===== src/rtl/avl_wb_bridge_if.sv =====
// ============================================================================
// avl_wb_bridge_if : Avalon-MM slave and Wishbone master signal bundle
// Rev 1.0 - initial release
// ============================================================================
`default_nettype none

interface avl_wb_bridge_if;
  logic [4:0]  avl_address;
  logic        avl_read;
  logic        avl_write;
  logic [31:0] avl_writedata;
  logic [3:0]  avl_byteenable;
  logic        avl_waitrequest;
  logic [31:0] avl_readdata;
  logic        avl_readdatavalid;
  logic [1:0]  avl_response;
  logic [2:0]  wb_adr_o;
  logic [7:0]  wb_dat_o;
  logic [7:0]  wb_dat_i;
  logic        wb_we_o;
  logic        wb_stb_o;
  logic        wb_cyc_o;
  logic [3:0]  wb_sel_o;
  logic        wb_ack_i;
  logic        timeout_o;

  // Bridge side
  modport slave (
    input  avl_address, avl_read, avl_write, avl_writedata, avl_byteenable,
    input  wb_dat_i, wb_ack_i,
    output avl_waitrequest, avl_readdata, avl_readdatavalid, avl_response,
    output wb_adr_o, wb_dat_o, wb_we_o, wb_stb_o, wb_cyc_o, wb_sel_o, timeout_o
  );

  // System side: Avalon master plus Wishbone slave
  modport master (
    output avl_address, avl_read, avl_write, avl_writedata, avl_byteenable,
    output wb_dat_i, wb_ack_i,
    input  avl_waitrequest, avl_readdata, avl_readdatavalid, avl_response,
    input  wb_adr_o, wb_dat_o, wb_we_o, wb_stb_o, wb_cyc_o, wb_sel_o, timeout_o
  );
endinterface

`default_nettype wire


===== src/rtl/avl_wb_bridge.sv =====
// ============================================================================
// avl_wb_bridge : Avalon-MM slave to 8-bit Wishbone master for a UART block.
// Optional Wishbone abort timer enabled by `define AVL_WB_BRIDGE_TIMEOUT_EN.
// Rev 1.0 - initial release
// ============================================================================
`default_nettype none

module avl_wb_bridge #(
  parameter int TIMEOUT_CYCLES = 255
) (
  input  logic             clk,
  input  logic             rst_n,
  avl_wb_bridge_if.slave   bus
);

  localparam logic [0:0] IDLE   = 1'b0;
  localparam logic [0:0] WB_REQ = 1'b1;

  logic [0:0]  r_state;
  logic [0:0]  w_state_nxt;
  logic        r_init_done;
  logic        w_accept;
  logic        w_ack;
  logic        w_expire;
  logic [2:0]  r_adr;
  logic [7:0]  r_dat;
  logic        r_we;
  logic        r_rdv;
  logic [31:0] r_rdata;

  logic        w_waitrequest;
  logic        w_cyc;
  logic [2:0]  w_adr;
  logic [7:0]  w_dat;
  logic        w_we;

  assign w_accept = (r_state == IDLE) && r_init_done && (bus.avl_read || bus.avl_write);
  assign w_ack    = (r_state == WB_REQ) && bus.wb_ack_i;

`ifdef AVL_WB_BRIDGE_TIMEOUT_EN
  logic [15:0] r_to_cnt;
  logic [15:0] w_to_cnt_inc;
  logic        r_timeout;
  logic [1:0]  r_resp;

  assign w_to_cnt_inc = r_to_cnt + 16'd1;
  // Abort in the cycle that would bring the count to the limit; an ack wins.
  assign w_expire = (r_state == WB_REQ) && !bus.wb_ack_i
                    && (w_to_cnt_inc == 16'(TIMEOUT_CYCLES));

  always_ff @(posedge clk or negedge rst_n) begin
    if (!rst_n) begin
      r_to_cnt  <= 16'd0;
      r_timeout <= 1'b0;
      r_resp    <= 2'b00;
    end else begin
      if (w_accept)
        r_to_cnt <= 16'd0;
      else if ((r_state == WB_REQ) && !bus.wb_ack_i)
        r_to_cnt <= w_to_cnt_inc;
      r_timeout <= w_expire;
      r_resp    <= (w_expire && !r_we) ? 2'b10 : 2'b00;
    end
  end

  assign bus.timeout_o    = r_timeout;
  assign bus.avl_response = r_resp;
`else
  assign w_expire         = 1'b0;
  assign bus.timeout_o    = 1'b0;
  assign bus.avl_response = 2'b00;
`endif

  always_ff @(posedge clk or negedge rst_n) begin
    if (!rst_n)
      r_state <= IDLE;
    else
      r_state <= w_state_nxt;
  end

  always_comb begin
    w_state_nxt = r_state;
    case (r_state)
      IDLE:    if (w_accept) w_state_nxt = WB_REQ;
      WB_REQ:  if (w_ack || w_expire) w_state_nxt = IDLE;
      default: w_state_nxt = IDLE;
    endcase
  end

  always_comb begin
    w_waitrequest = 1'b1;
    w_cyc         = 1'b0;
    w_adr         = 3'd0;
    w_dat         = 8'd0;
    w_we          = 1'b0;
    case (r_state)
      IDLE: w_waitrequest = !w_accept;
      WB_REQ: begin
        w_cyc = 1'b1;
        w_adr = r_adr;
        w_dat = r_dat;
        w_we  = r_we;
      end
      default: w_waitrequest = 1'b1;
    endcase
  end

  always_ff @(posedge clk or negedge rst_n) begin
    if (!rst_n) begin
      r_init_done <= 1'b0;
      r_adr       <= 3'd0;
      r_dat       <= 8'd0;
      r_we        <= 1'b0;
      r_rdv       <= 1'b0;
      r_rdata     <= 32'd0;
    end else begin
      r_init_done <= 1'b1;
      if (w_accept) begin
        r_adr <= bus.avl_address[4:2];
        r_dat <= bus.avl_writedata[7:0];
        r_we  <= bus.avl_write;
      end
      r_rdv <= (w_ack || w_expire) && !r_we;
      if (w_ack && !r_we)
        r_rdata <= {24'd0, bus.wb_dat_i};
      else if (w_expire && !r_we)
        r_rdata <= 32'd0;
    end
  end

  assign bus.avl_waitrequest   = w_waitrequest;
  assign bus.avl_readdata      = r_rdata;
  assign bus.avl_readdatavalid = r_rdv;
  assign bus.wb_cyc_o          = w_cyc;
  assign bus.wb_stb_o          = w_cyc;
  assign bus.wb_adr_o          = w_adr;
  assign bus.wb_dat_o          = w_dat;
  assign bus.wb_we_o           = w_we;
  assign bus.wb_sel_o          = 4'b0001;

  logic w_unused;
  assign w_unused = ^{bus.avl_address[1:0], bus.avl_writedata[31:8], bus.avl_byteenable};

endmodule

`default_nettype wire


===== src/flat_wrapper.sv =====
// flat-port wrapper written by rule: the top's interface ports become plain ports
module avl_wb_bridge_flat 
#(
  parameter int TIMEOUT_CYCLES = 255
)
  (clk, rst_n, bus_avl_address, bus_avl_read, bus_avl_write, bus_avl_writedata, bus_avl_byteenable, bus_wb_dat_i, bus_wb_ack_i, bus_avl_waitrequest, bus_avl_readdata, bus_avl_readdatavalid, bus_avl_response, bus_wb_adr_o, bus_wb_dat_o, bus_wb_we_o, bus_wb_stb_o, bus_wb_cyc_o, bus_wb_sel_o, bus_timeout_o);
  avl_wb_bridge_if bus_i ();
  input  logic clk;
  input  logic rst_n;
  input wire logic [$bits(bus_i.avl_address)-1:0] bus_avl_address;
  input wire logic [$bits(bus_i.avl_read)-1:0] bus_avl_read;
  input wire logic [$bits(bus_i.avl_write)-1:0] bus_avl_write;
  input wire logic [$bits(bus_i.avl_writedata)-1:0] bus_avl_writedata;
  input wire logic [$bits(bus_i.avl_byteenable)-1:0] bus_avl_byteenable;
  input wire logic [$bits(bus_i.wb_dat_i)-1:0] bus_wb_dat_i;
  input wire logic [$bits(bus_i.wb_ack_i)-1:0] bus_wb_ack_i;
  output wire logic [$bits(bus_i.avl_waitrequest)-1:0] bus_avl_waitrequest;
  output wire logic [$bits(bus_i.avl_readdata)-1:0] bus_avl_readdata;
  output wire logic [$bits(bus_i.avl_readdatavalid)-1:0] bus_avl_readdatavalid;
  output wire logic [$bits(bus_i.avl_response)-1:0] bus_avl_response;
  output wire logic [$bits(bus_i.wb_adr_o)-1:0] bus_wb_adr_o;
  output wire logic [$bits(bus_i.wb_dat_o)-1:0] bus_wb_dat_o;
  output wire logic [$bits(bus_i.wb_we_o)-1:0] bus_wb_we_o;
  output wire logic [$bits(bus_i.wb_stb_o)-1:0] bus_wb_stb_o;
  output wire logic [$bits(bus_i.wb_cyc_o)-1:0] bus_wb_cyc_o;
  output wire logic [$bits(bus_i.wb_sel_o)-1:0] bus_wb_sel_o;
  output wire logic [$bits(bus_i.timeout_o)-1:0] bus_timeout_o;
  assign bus_i.avl_address = bus_avl_address;
  assign bus_i.avl_read = bus_avl_read;
  assign bus_i.avl_write = bus_avl_write;
  assign bus_i.avl_writedata = bus_avl_writedata;
  assign bus_i.avl_byteenable = bus_avl_byteenable;
  assign bus_i.wb_dat_i = bus_wb_dat_i;
  assign bus_i.wb_ack_i = bus_wb_ack_i;
  assign bus_avl_waitrequest = bus_i.avl_waitrequest;
  assign bus_avl_readdata = bus_i.avl_readdata;
  assign bus_avl_readdatavalid = bus_i.avl_readdatavalid;
  assign bus_avl_response = bus_i.avl_response;
  assign bus_wb_adr_o = bus_i.wb_adr_o;
  assign bus_wb_dat_o = bus_i.wb_dat_o;
  assign bus_wb_we_o = bus_i.wb_we_o;
  assign bus_wb_stb_o = bus_i.wb_stb_o;
  assign bus_wb_cyc_o = bus_i.wb_cyc_o;
  assign bus_wb_sel_o = bus_i.wb_sel_o;
  assign bus_timeout_o = bus_i.timeout_o;
  avl_wb_bridge #(.TIMEOUT_CYCLES(TIMEOUT_CYCLES)) u_core (.clk(clk), .rst_n(rst_n), .bus(bus_i));
endmodule

===== config.mk =====
export PLATFORM = sky130hd
export DESIGN_NAME = avl_wb_bridge_flat
export DESIGN_NICKNAME = d
export VERILOG_FILES = /design/src/rtl/avl_wb_bridge_if.sv /design/src/rtl/avl_wb_bridge.sv /design/src/flat_wrapper.sv
export SDC_FILE = /design/constraint.sdc
export NUM_CORES = 1
export LEC_CHECK = 0
export BUFFER_PORTS_ARGS = -buffer_cell sky130_fd_sc_hd__buf_2
export CAP_MARGIN = 20
export CORE_MARGIN = 10
export CORE_UTILIZATION = 40
export DETAILED_ROUTE_END_ITERATION = 10
export PLACE_DENSITY = 0.84
export SKIP_LAST_GASP = 1
export SLEW_MARGIN = 20
export SYNTH_ARGS = -nofsm -noshare
export SYNTH_HDL_FRONTEND = slang
export SYNTH_SLANG_ARGS = --single-unit

===== constraint.sdc =====
create_clock -name clk -period 3.6 [get_ports clk]
set_input_delay 0.36 -clock clk [delete_from_list [all_inputs] [get_ports clk]]
set_output_delay 0.36 -clock clk [all_outputs]
set_load 0.1 [all_outputs]

## Yosys cells after proc, flatten, opt, wreduce, memory -nomap -nowiden

Cells that the tools add are included.

| cells by class | value |
|---|---|
| shifts and indexed selects | 0 |
| muxes and demuxes | 8 |
| magnitude comparators | 0 |
| reduce and logical (&&, ||, !) cells | 7 |
| multipliers | 0 |
| bitwise logic cells | 1 |
| $add $sub $neg | 0 |
| div/mod/pow operators | 0 |
| eq/ne operators | 0 |

Operator list:

| kind | count |
|---|---|
| 8-bit 2-to-1 mux | 1 |
| 1-bit 2-to-1 mux | 5 |
| 1-bit logical AND | 4 |
| 3-bit 2-to-1 mux | 1 |
| 1-bit zero test | 2 |
| 1-bit case mux with 2 select lines | 1 |
| 1-bit logical OR | 1 |
| 1-bit inverter | 1 |

| storage, ports and cells | value |
|---|---|
| RAM bits | 0 |
| output and inout bits | 55 |
| input port bits | 54 |
| bits in latches | 0 |
| ROM bits | 0 |
| memories kept | 0 |
| bits in registers | 23 |
| logic and storage cells | 23 |

## Depth between registers and ports, before layout

| depth | value |
|---|---|
| depth after elaboration | 5 |
| depth in mapped cells | 5 |
| depth with buffers taken out | 4 |

## Worst setup path after synthesis

Ideal clock, no wire load.

| timing | value |
|---|---|
| path kind | register to output |
| from | register u_core.r_state |
| to | output port bus_avl_waitrequest |
| path slack | 1191 ps |
| cell stages (with the launch flop) | 5 |
| path buffers | 1 |
| data arrival time | 2049 ps |
| data required time | 3240 ps |
| path through | dfrtp_1 > nor2b_2 > o21a_4 > buf_12 > inv_1 |

| between the ends | value |
|---|---|
| word-level cells in the longest chain between the ends | 5 |

Ends and longest elaborated chain:

| item | RTL line | source |
|---|---|---|
| start: declaration | avl_wb_bridge.sv:19 | `logic [0:0] r_state;` |
| start signal: assignment | avl_wb_bridge.sv:78 | `r_state <= w_state_nxt;` |
| 1-bit inverter | - |  |
| 1-bit logical AND (2 in a row) | avl_wb_bridge.sv:37 | `assign w_accept = (r_state == IDLE) && r_init_done && (bus.avl_read \|\| bus.avl_write);` |
| 1-bit zero test | avl_wb_bridge.sv:97 | `IDLE: w_waitrequest = !w_accept;` |
| 1-bit 2-to-1 mux (*) | avl_wb_bridge.sv:96 | `case (r_state)` |
| end: declaration | flat_wrapper.sv:17 | `output wire logic [$bits(bus_i.avl_waitrequest)-1:0] bus_avl_waitrequest;` |

Mark *: on every way between the ends. The rest lies on a longest branch, timed or not.

## Final worst setup path

Ends and elaborated chain as after synthesis.

==> qor.txt <==
grt total ovfl = 0
#FFs+latches synth = 23
crit path max fanout = 17
Yosys cell types = 16
die area = 0.00572 mm²
most common cell after layout, fill and taps aside = buf_2
# setup viols final = 0
Die X = 75.6 µm
Clock transition at path regs = 0.12 ns
CP startpoint = u_core.r_state$_DFF_PN0_
final setup margin = 1.47 ns
Final GP Congestion = 0.722
Post-Syn Instances = 99
clock latency at the later pin of the worst-skew pair = 0.30 ns
Worst Setup EP = bus_avl_waitrequest
antenna-violating nets left = 0
RSZ-0062 raised after global routing = no
Peak VDD IR = 299 µV
PostCTS Resize Cnt = 0
mean area per synthesized cell = 12.5 µm²
Final HPWL DP = 2260 µm
Post-CTS Setup Bufs = 0
clk buf depth = 2
Mapped Area = 0.00124 mm²
global-route wire length before repair = 3560 µm
design area = 0.00139 mm²
starting density of the core = 41.2%
Pins Over Slew Limit = 0
CTS H-tree lvls = 1
critical path class = reg -> out
YS warnings = 0
max-cap violations = 0
vias in the first global route = 734
post-place setup slack = 1.80 ns
final worst path period share = 59.2%
fraction of layout cells with a size suffix above 1 = 51.4%
CTS tree = yes
crit end category = output pin
filler cell count = 284
post-DR wirelength/cell = 14.6 µm
# rows = 20
final wirelength = 2620 µm
Area after DPL = 0.00136 mm²
total track usage = 8.61%
Seq/Total Area, Yosys = 46.5%
Reg2Reg Launch Point = u_core.r_state$_DFF_PN0_
# clock sinks = 23
f_max = 469 MHz
r2r endpoint = u_core.r_adr[0]$_DFFE_PN0P_
pwr dens = 982 mW/mm²
PortBufs = 47
outcome = complete, but fails checks
hold buffers post-CTS = 0
antenna violations before repair = 0
Arr. time, crit path = 1.77 ns
Final Net Count = 201
First DRT Iteration DRCs = 37
DR pass1 iterations = 3
Antenna diodes = 0
commonest non-fill, non-tap cells in the layout = buf_2, conb_1, dfrtp_1, and2_1, mux2_2
Final Hold Vio Count = 7
die height = 75.6 µm
I/O pin count = 109
Core Box Area = 0.00300 mm²
Period minus WS final = 2.13 ns
Worst Reg-to-Reg Cells = 3
CP Data Required Time = 3.24 ns
setup TNS = 0 ns
Residual DRC = 0
WHS = -0.00492 ns
total CTS buffers = 3
flop-to-flop setup slack = 2.07 ns
clk_skew = 0.00530 ns
Setup crit start kind = register
Min-Delay Path Class = in -> async
static leakage = 0.772 nW
Via-to-Cell Ratio = 4.00
Root Driver = clkbuf_4
Layout Cells excl Fill = 179
Vias = 716
violated checks = negative hold slack
pin count of the biggest net entering global routing = 24
Area Growth Syn to Fin = 12.2%
Placed Cells incl. Taps = 175
synth_stat cells:
| library cell | n | area, µm² |
|---|---|---|
| nand3b_2 | 1 | 11.3 |
| clkbuf_1 | 1 | 3.75 |
| mux2_2 | 10 | 113 |
| buf_12 | 1 | 20.0 |
| and2_2 | 2 | 15.0 |
| nand2_1 | 1 | 3.75 |
| o21a_4 | 1 | 15.0 |
| mux2_4 | 9 | 135 |
| buf_4 | 32 | 240 |
| nor2b_2 | 1 | 8.76 |
| conb_1 | 2 | 7.51 |
| o21ai_0 | 1 | 5.00 |
| dfrtp_1 | 23 | 576 |
| inv_1 | 3 | 11.3 |
| and2_1 | 10 | 62.6 |
| a22o_2 | 1 | 10.0 |
report_power, final:
part	internal [mW]	switching (mW)	leakage (nW)
sequential	0.334	0.0423	0.272
clock	0.0432	0.0722	0.0150
combinational	0.143	0.729	0.485
total	0.520	0.844	0.772
routing by layer:
metal	routed length, µm	GRT usage [%]	vias to the layer above
li1	-	-	349
met1	826	7.88	338
met2	1540	16.2	27
met3	220	1.95	2
met4	31	6.19	0
met5	0	0	-
per-stage QoR:
stage / utilization (%) / total power [mW] / hold WS, ns
2_1_floorplan: - / 1.17 / 0.0644
3_3_place_gp: 45.4 / 1.25 / 0.363
3_5_place_dp: 45.4 / 1.26 / 0.358
4_1_cts: 46.3 / 1.38 / 0.00567
5_1_grt: 46.3 / 1.42 / 0.00360
6_report: 46.3 / 1.36 / -0.00492
worst min path at each step:
stage | startpoint | endpoint | slack (ns)
finish | rst_n | u_core.r_adr[0]$_DFFE_PN0P_ | -0.005
global route | rst_n | u_core.r_dat[0]$_DFFE_PN0P_ | 0.004
CTS | rst_n | u_core.r_adr[0]$_DFFE_PN0P_ | 0.006
detailed placement | rst_n | u_core.r_adr[0]$_DFFE_PN0P_ | 0.36
global placement | rst_n | u_core.r_dat[0]$_DFFE_PN0P_ | 0.36
floorplan | rst_n | u_core.bus.avl_readdata[0]$_DFFE_PN0P_ | 0.06
area by class of cell:
type	count	area, µm²	area share (%)
inverter	3	11.3	0.811
timing repair buffer	47	235	16.9
sequential	23	576	41.4
multi-input combinational	69	499	35.9
tap	33	41.3	2.97
clock buffer	4	26.3	1.89
critical path, stage by stage, from the launching register on:
cell and delay, ns:
dfrtp_1 0.63, nor2b_2 0.11, o21a_4 0.21, inv_1 0.09, buf_2 0.42
registers in the layout, summed over array words and instances, names as in the netlist:
name,count
u_core.r_adr,3
u_core.bus.avl_readdata,8
u_core.r_init_done,1
u_core.r_dat,8
u_core.r_state,1
u_core.r_we,1
u_core.bus.avl_readdatavalid,1
cells by family after synthesis:
family                 Yosys count  synth area share [%]
muxes                           19                  20.0
AOI/OAI and AO/OA                3                  2.43
and+or+nand+nor                 15                  8.19
other                            2                 0.607
buffers and inverters           37                  22.2
DFF                             23                  46.5
Power figures use the tool's default switching activity.
